$ cat src/rtl/merge_pkg.sv
// merge_pkg: shared definitions for the lane-merge receive path.
//   state_e - collect/hold states of the word assembler
//   BEAT_W  - bits carried per lane beat
//   decross - undoes the lane crossing applied by the splitter
package merge_pkg;

    typedef enum logic [0:0] {
        COLLECT = 1'b0,
        HOLD    = 1'b1
    } state_e;

    localparam int BEAT_W = 2;

    // The link swaps the two lanes: lane 0 carries beat bit 1 and
    // lane 1 carries beat bit 0. Swapping back restores the beat.
    function automatic logic [BEAT_W-1:0] decross(input logic [BEAT_W-1:0] lane);
        return {lane[0], lane[1]};
    endfunction

endpackage

$ cat src/rtl/merge_if.sv
// merge_if: beat input stream and word output stream of the merge block.
// Handshake rule for both streams: a transfer happens on a rising clock edge
// where valid and ready are both high; the sender holds its payload stable
// while valid is high and ready is low.
//   in_valid/in_lane/in_last/in_ready     - crossed two-lane beat stream
//   out_valid/out_data/out_short/out_ready - assembled word stream
// Modports: slave = the merge block, master = the surrounding environment.
interface merge_if #(
    parameter int WORD_BEATS = 4
);
    localparam int W = 2 * WORD_BEATS;

    logic           in_valid;
    logic [1:0]     in_lane;
    logic           in_last;
    logic           in_ready;
    logic           out_valid;
    logic [W-1:0]   out_data;
    logic           out_short;
    logic           out_ready;

    modport slave (
        input  in_valid, in_lane, in_last, out_ready,
        output in_ready, out_valid, out_data, out_short
    );

    modport master (
        output in_valid, in_lane, in_last, out_ready,
        input  in_ready, out_valid, out_data, out_short
    );

endinterface

$ cat src/rtl/merge_sat_cnt.sv
// merge_sat_cnt: event counter that stops at all-ones instead of wrapping.
//   clk   - clock
//   rst_n - asynchronous active-low reset, clears the count
//   en    - count one event this cycle
//   count - current count
module merge_sat_cnt #(
    parameter int CNT_W = 16
) (
    input  logic             clk,
    input  logic             rst_n,
    input  logic             en,
    output logic [CNT_W-1:0] count
);

    logic [CNT_W-1:0] r_count;

    always_ff @(posedge clk or negedge rst_n) begin
        if (!rst_n) begin
            r_count <= '0;
        end else if (en && (r_count != {CNT_W{1'b1}})) begin
            r_count <= r_count + CNT_W'(1);
        end
    end

    assign count = r_count;

endmodule

$ cat src/rtl/merge.sv
// merge: de-crosses a stream of 2-bit lane beats and packs WORD_BEATS beats
// (beat 0 in the low bits) into one word, presented on a valid/ready output.
// A word closes early when in_last arrives before the final beat; such a
// word has its unfilled upper bits at zero and out_short set.
//   clk         - clock
//   rst_n       - asynchronous active-low reset
//   bus         - merge_if slave: beat input and word output streams
//   word_cnt    - saturating count of delivered words
//   o_dbg_state - current assembler state
module merge
    import merge_pkg::*;
#(
    parameter int WORD_BEATS = 4,
    parameter int CNT_W      = 16
) (
    input  logic             clk,
    input  logic             rst_n,
    merge_if.slave           bus,
    output logic [CNT_W-1:0] word_cnt,
    output state_e           o_dbg_state
);

    localparam int W     = BEAT_W * WORD_BEATS;
    localparam int IDX_W = $clog2(WORD_BEATS);
    localparam logic [IDX_W-1:0] LAST_IDX = IDX_W'(WORD_BEATS - 1);

    state_e            r_state;
    state_e            w_next_state;
    logic [IDX_W-1:0]  r_idx;
    logic [W-1:0]      r_data;
    logic              r_short;

    logic              w_accept;
    logic              w_close;
    logic              w_deliver;
    logic [BEAT_W-1:0] w_beat;

    // Beats are only taken while collecting, so the two handshakes can
    // never both fire in one cycle.
    assign w_accept  = bus.in_valid && (r_state == COLLECT);
    assign w_close   = w_accept && (bus.in_last || (r_idx == LAST_IDX));
    assign w_deliver = (r_state == HOLD) && bus.out_ready;
    assign w_beat    = decross(bus.in_lane);

    always_ff @(posedge clk or negedge rst_n) begin
        if (!rst_n) begin
            r_state <= COLLECT;
        end else begin
            r_state <= w_next_state;
        end
    end

    always_comb begin
        w_next_state = r_state;
        case (r_state)
            COLLECT: if (w_close)   w_next_state = HOLD;
            HOLD:    if (w_deliver) w_next_state = COLLECT;
            default:                w_next_state = COLLECT;
        endcase
    end

    // The assembly register is cleared on delivery, so a word closed early
    // by in_last naturally carries zeros above its last beat.
    always_ff @(posedge clk or negedge rst_n) begin
        if (!rst_n) begin
            r_idx   <= '0;
            r_data  <= '0;
            r_short <= 1'b0;
        end else if (w_deliver) begin
            r_data  <= '0;
            r_short <= 1'b0;
        end else if (w_accept) begin
            for (int k = 0; k < WORD_BEATS; k++) begin
                if (r_idx == IDX_W'(k)) begin
                    r_data[BEAT_W*k +: BEAT_W] <= w_beat;
                end
            end
            if (w_close) begin
                r_idx   <= '0;
                // in_last on the final beat still makes a full word
                r_short <= (r_idx != LAST_IDX);
            end else begin
                r_idx <= r_idx + IDX_W'(1);
            end
        end
    end

    merge_sat_cnt #(
        .CNT_W (CNT_W)
    ) u_word_cnt (
        .clk   (clk),
        .rst_n (rst_n),
        .en    (w_deliver),
        .count (word_cnt)
    );

    assign bus.in_ready  = (r_state == COLLECT);
    assign bus.out_valid = (r_state == HOLD);
    assign bus.out_data  = r_data;
    assign bus.out_short = r_short;
    assign o_dbg_state   = r_state;

endmodule

$ cat src/flat_wrapper.sv
// flat-port wrapper written by rule: the top's interface ports become plain ports
module merge_flat import merge_pkg::*;
#(
    parameter int WORD_BEATS = 4,
    parameter int CNT_W      = 16
)
  (clk, rst_n, word_cnt, o_dbg_state, bus_in_valid, bus_in_lane, bus_in_last, bus_out_ready, bus_in_ready, bus_out_valid, bus_out_data, bus_out_short);
  merge_if #(.WORD_BEATS(WORD_BEATS)) bus_i ();
  input  logic clk;
  input  logic rst_n;
  output logic [CNT_W-1:0] word_cnt;
  output state_e o_dbg_state;
  input wire logic [$bits(bus_i.in_valid)-1:0] bus_in_valid;
  input wire logic [$bits(bus_i.in_lane)-1:0] bus_in_lane;
  input wire logic [$bits(bus_i.in_last)-1:0] bus_in_last;
  input wire logic [$bits(bus_i.out_ready)-1:0] bus_out_ready;
  output wire logic [$bits(bus_i.in_ready)-1:0] bus_in_ready;
  output wire logic [$bits(bus_i.out_valid)-1:0] bus_out_valid;
  output wire logic [$bits(bus_i.out_data)-1:0] bus_out_data;
  output wire logic [$bits(bus_i.out_short)-1:0] bus_out_short;
  assign bus_i.in_valid = bus_in_valid;
  assign bus_i.in_lane = bus_in_lane;
  assign bus_i.in_last = bus_in_last;
  assign bus_i.out_ready = bus_out_ready;
  assign bus_in_ready = bus_i.in_ready;
  assign bus_out_valid = bus_i.out_valid;
  assign bus_out_data = bus_i.out_data;
  assign bus_out_short = bus_i.out_short;
  merge #(.WORD_BEATS(WORD_BEATS), .CNT_W(CNT_W)) u_core (.clk(clk), .rst_n(rst_n), .bus(bus_i), .word_cnt(word_cnt), .o_dbg_state(o_dbg_state));
endmodule
$ cat config.mk
export PLATFORM = sky130hd
export DESIGN_NAME = merge_flat
export DESIGN_NICKNAME = d
export VERILOG_FILES = /design/src/rtl/merge_pkg.sv /design/src/rtl/merge_if.sv /design/src/rtl/merge_sat_cnt.sv /design/src/rtl/merge.sv /design/src/flat_wrapper.sv
export SDC_FILE = /design/constraint.sdc
export NUM_CORES = 1
export LEC_CHECK = 0
export BUFFER_PORTS_ARGS = -buffer_cell sky130_fd_sc_hd__buf_4
export CAP_MARGIN = 25
export CELL_PAD_IN_SITES_DETAIL_PLACEMENT = 0
export CELL_PAD_IN_SITES_GLOBAL_PLACEMENT = 1
export CORE_ASPECT_RATIO = 1.2
export CORE_MARGIN = 4
export CORE_UTILIZATION = 41
export CTS_CLUSTER_SIZE = 40
export DETAILED_ROUTE_END_ITERATION = 6
export GPL_ROUTABILITY_DRIVEN = 0
export PLACE_DENSITY_LB_ADDON = 0.25
export SLEW_MARGIN = 20
export SYNTH_ARGS = -nofsm -noshare
export SYNTH_HDL_FRONTEND = slang
export SYNTH_HIERARCHICAL = 1
export SYNTH_SLANG_ARGS = --single-unit
$ cat constraint.sdc
create_clock -name clk -period 1.7 [get_ports clk]
set_input_delay 0.17 -clock clk [delete_from_list [all_inputs] [get_ports clk]]
set_output_delay 0.17 -clock clk [all_outputs]
set_load 0.005 [all_outputs]
==> results by stage <==
Outcome:
- The flow ran to the end, and the final reports show no timing, DRC or antenna violations.

CTS:
- The insertion delay of the later-clocked pin in the worst-skew pair is 0.27 ns.
- CTS built an H-tree with a depth of 1.
- After clock tree synthesis, the clock-pin slew on the worst setup and hold paths is 0.09 ns.
- The number of buffers on the longest clock path is 2.
- The tree is rooted in a clkbuf_8.
- The TritonCTS clock tree is yes.
- Counting the buffers created by CTS gives 3.
- The clock sink count is 28.
- The number of buffers inserted to repair setup after CTS is 0.

Die:
- The total area inside the core boundary comes to 3420 um2.
- From left edge to right edge, the die measures 63.0 um.
- The placement row count is 23.
- From bottom edge to top edge, the die measures 74.0 um.
- The initial core utilization is 43.4%.
- Pin placement for this block handled 35 I/O pins.
- The floorplan step defined a die boundary enclosing 4660 um2.

Worst setup path:
- The worst setup path is launched from a register.
- STA puts the critical path data required time at 1.86 ns.
- The slowest cell on the critical path is dfrtp_1.
- For the worst flop-to-flop path, the logic depth is 4.
- The largest single stage delay on the critical path is 0.41 ns.
- The critical path is of the register to register type.
- The signal on the critical path passes through and4_1, nand3_4, o31ai_4, mux2_1.
- Of all nets on the critical path, the largest fanout is 5.
- For the worst setup path, the data arrival time is 1.75 ns.
- The capturing point of the worst reg2reg path is u_core/u_word_cnt/count[1]$_DFFE_PN0P_.
- The capturing element type of the critical path is a register.
- The worst reg2reg path startpoint is u_core/u_word_cnt/count[15]$_DFFE_PN0P_.
- The minimum setup slack among reg-to-reg paths is 0.11 ns.

Timing:
- Setup repair after global routing left no endpoint under its margin.
- Derived from the worst setup path, the maximum achievable clock frequency is 629 MHz.
- Summed over all failing endpoints, the final setup total negative slack is 0 ns.
- Clock skew on the completed layout was measured at 0.00248 ns.
- Headroom to the max-slew limit came out at 73.4%.
- The number of pins with negative max-slew slack in the final report is 0.
- The final-report hold violation count was 0.
- The worst path uses 93.5% of the clock period.
- Counting I/O delays and the setup requirement, the final critical path takes 1.59 ns.
- The smallest hold slack is 0.150 ns.
- In the post-route analysis, the smallest setup slack over all paths is 0.111 ns.
- Setup violations remaining at the end of the flow were counted as 0.
- For the pin with the worst max-slew slack, the measured transition is 0.397 ns.

Power:
- The proportion of power drawn by flip-flops and latches is 44.0%.
- Of the total power, the clock network draws 23.7%.
- The total power is 2190 uW.
- Internal power comes to 1520 uW.
- For this design the total switching power over the nets is 674 uW.
- Across the VDD grid, the largest voltage drop is 459 uV.
- The switching power share of the total is 30.8%.
- The total power per unit cell area is 1150 nW/um2.
- The static leakage is 0.000947 uW.
- Combinational cells account for 32.4% of the total power.

Final layout:
- The repair_antennas step left the layout with diodes totalling 0.
- The area growth from synthesis to layout is 28.2%.
- In the final layout, flip-flops and latches occupy 701 um2.
- The post-route netlist has 33.0% of its cells at a drive strength greater than 1.
- The final net count is 189.
- Summing all multi-input logic gate instances after layout gives 758 um2.
- Once layout is complete, the utilization of the core stands at 55.6%.
- The layout filler cell count is 315.

Min path:
- The worst hold endpoint is u_core/bus.out_data[7]$_DFFE_PN0P_.
- In this run the most critical hold path is launched from bus_in_lane[0].
- The tightest min-delay check is of the input port to register type.
- The cell count of the worst hold path is 2.

Route:
- In this run the remaining antenna-violating nets after routing total 0.
- After detailed routing, the total wire length is 3560 um.
- The detailed-route via count is 1237.
- In the final routed layout, each cell accounts on average for 16.7 um.
- In the routed design, unresolved DRC markers number 0.
- In the routed layout, each cell is associated on average with a via count of 5.81.
- The detailed router finished its first iteration with 59 violations.
- The iteration count of the initial detailed-routing pass is 4.

GRT:
- The via count of the first global-routing pass is 1234.
- In the global route stage, overall resource usage came out at 16.1%.
- The remaining global-route overflow is 0.
- The maximum number of pins on one net before global-route repair is 29.
- The number of antenna violations at the first check in global routing is 0.
- The first-pass GRT wire length is 5860 um.

Logic synthesis:
- The total number of yosys warnings is 6.
- The net count after synthesis is 144.
- In the post-synthesis netlist, the biggest area contributors are dfrtp_1 47%, ha_1 4.2%, mux2i_1 4.0%, nand2_1 3.5%, nand4_1 3.4%.
- After synthesis, the netlist uses 40 different library cells.
- The cell type contributing the most total cell area after synthesis is dfrtp_1.
- Counting flops and latches in the post-synthesis netlist gives 28.
- The gate count after technology mapping is 132.
- Of the post-synthesis cell area, the dominant cell type holds 47.1%.
- The average cell area after synthesis is 11.3 um2.
- The area of the mapped netlist is 1490 um2.
- Of the synthesized area, sequential elements account for 47.1%.

Place:
- The port buffer count is 34.
- Once detailed placement completed, the half-perimeter wirelength came to 2680 um.
- At the placement stage, the worst setup path has a slack of 0.104 ns.

Job:
- The total of max-cap violations is 0.
==> Yosys cell counts (all sizes together) <==
cell and count:
mux2i 6, xor2 2, ha 5, o211ai 1, o31ai 2, and2 1, nor2 5, o21ai 9
and2b 1, nand4 10, a21o 1, mux2 2, inv 3, nor4 2, and4b 1, a32oi 1
or2b 1, xnor2 5, a22o 3, dfrtp 28, nor3 2, and4 3, nand2 14, buf 2
a21oi 4, o21a 5, a31oi 3, nand2b 1, nand3 6, and3 3
==> what timing repair did <==
action / in CTS / in global routing
endpoints found under the setup margin: 0 / 2
hold buffers: 1 / 0
endpoints found under the hold margin: 28 / 0
gates resized for setup: 0 / 1
==> worst max-delay path by stage <==
stage | start | endpoint | slack [ns] | cells past startpoint
finish | u_core/u_word_cnt/count[15]$_DFFE_PN0P_ | u_core/u_word_cnt/count[1]$_DFFE_PN0P_ | 0.11 | 4
global route | u_core/u_word_cnt/count[9]$_DFFE_PN0P_ | u_core/u_word_cnt/count[15]$_DFFE_PN0P_ | 0.03 | 4
CTS | u_core/u_word_cnt/count[1]$_DFFE_PN0P_ | u_core/u_word_cnt/count[14]$_DFFE_PN0P_ | 0.07 | 5
detailed placement | u_core/u_word_cnt/count[1]$_DFFE_PN0P_ | u_core/u_word_cnt/count[14]$_DFFE_PN0P_ | 0.10 | 5
global placement | u_core/u_word_cnt/count[15]$_DFFE_PN0P_ | u_core/u_word_cnt/count[1]$_DFFE_PN0P_ | 0.14 | 4
floorplan | u_core/bus.out_valid$_DFF_PN0_ | u_core/u_word_cnt/count[7]$_DFFE_PN0P_ | 0.14 | 6
==> critical path: cells and delay by family, from the launching register on <==
kind	cells	cell delay, ns
AOI/OAI and AO/OA	1	0.23
DFF	1	0.41
muxes	1	0.34
and+or+nand+nor	2	0.50
==> metrics by stage <==
step | instances | cell area [um2]
final | 213 | 1910
after global routing | 213 | 1910
after CTS | 213 | 1900
after detailed placement | 208 | 1820
after global placement | 208 | 1820
after floorplan | 132 | 1490
==> layout make-up <==
class	count	area share, %
Timing Repair Buffer	42	16.7
Inverter	3	0.591
Sequential cell	28	36.8
Clock inverter	1	1.58
Clock buffer	3	2.17
Multi-Input combinational cell	99	39.8
Tap cell	37	2.43
==> power by group through the flow <==
stage               logic [uW]  registers [uW]  clock network [uW]
finish                     709             962                 518
global route               782             987                 570
CTS                        713             963                 540
detailed placement         709             978                   0
global placement           678             965                   0
floorplan                  297             991                   0
==> placed cells by master (no fill, tap or decap), drive strengths merged, types with 2 or more instances in the layout <==
cell type  count
dfrtp         28
a21oi          4
nor3           2
nor2           5
clkbuf         3
nand3          6
buf           41
and4           3
and3           3
inv            3
a22o           3
nand4         10
o21a           5
mux2i          6
mux2           2
o21ai          9
a31oi          3
xnor2          5
nand2         14
xor2           2
o31ai          2
ha             5
nor4           2
==> flip-flops by register name, indices dropped and copies added, names as in the netlist <==
signal and cells:
u_core/bus.out_data 8, u_core/bus.out_short 1, u_core/bus.out_valid 1, u_core/r_idx 2
u_core/u_word_cnt/count 16
==> logic make-up after synthesis <==
family	count (synthesis)	share of synthesized area, %
compound gates	29	13.5
xor+xnor	7	4.12
fa+ha+maj	5	4.21
buf+inv	5	2.02
flops	28	47.1
mux	8	5.56
simple gates	50	23.5
==> per-layer routing <==
| layer | GRT usage, % | share of wire (%) |
|---|---|---|
| met3 | 3.47 | 5.1 |
| met2 | 30.5 | 54 |
| met4 | 7.35 | 2.0 |
| met1 | 17.4 | 38 |
| met5 | 0 | 0 |
Note: power is estimated with default switching activity, not from simulation.
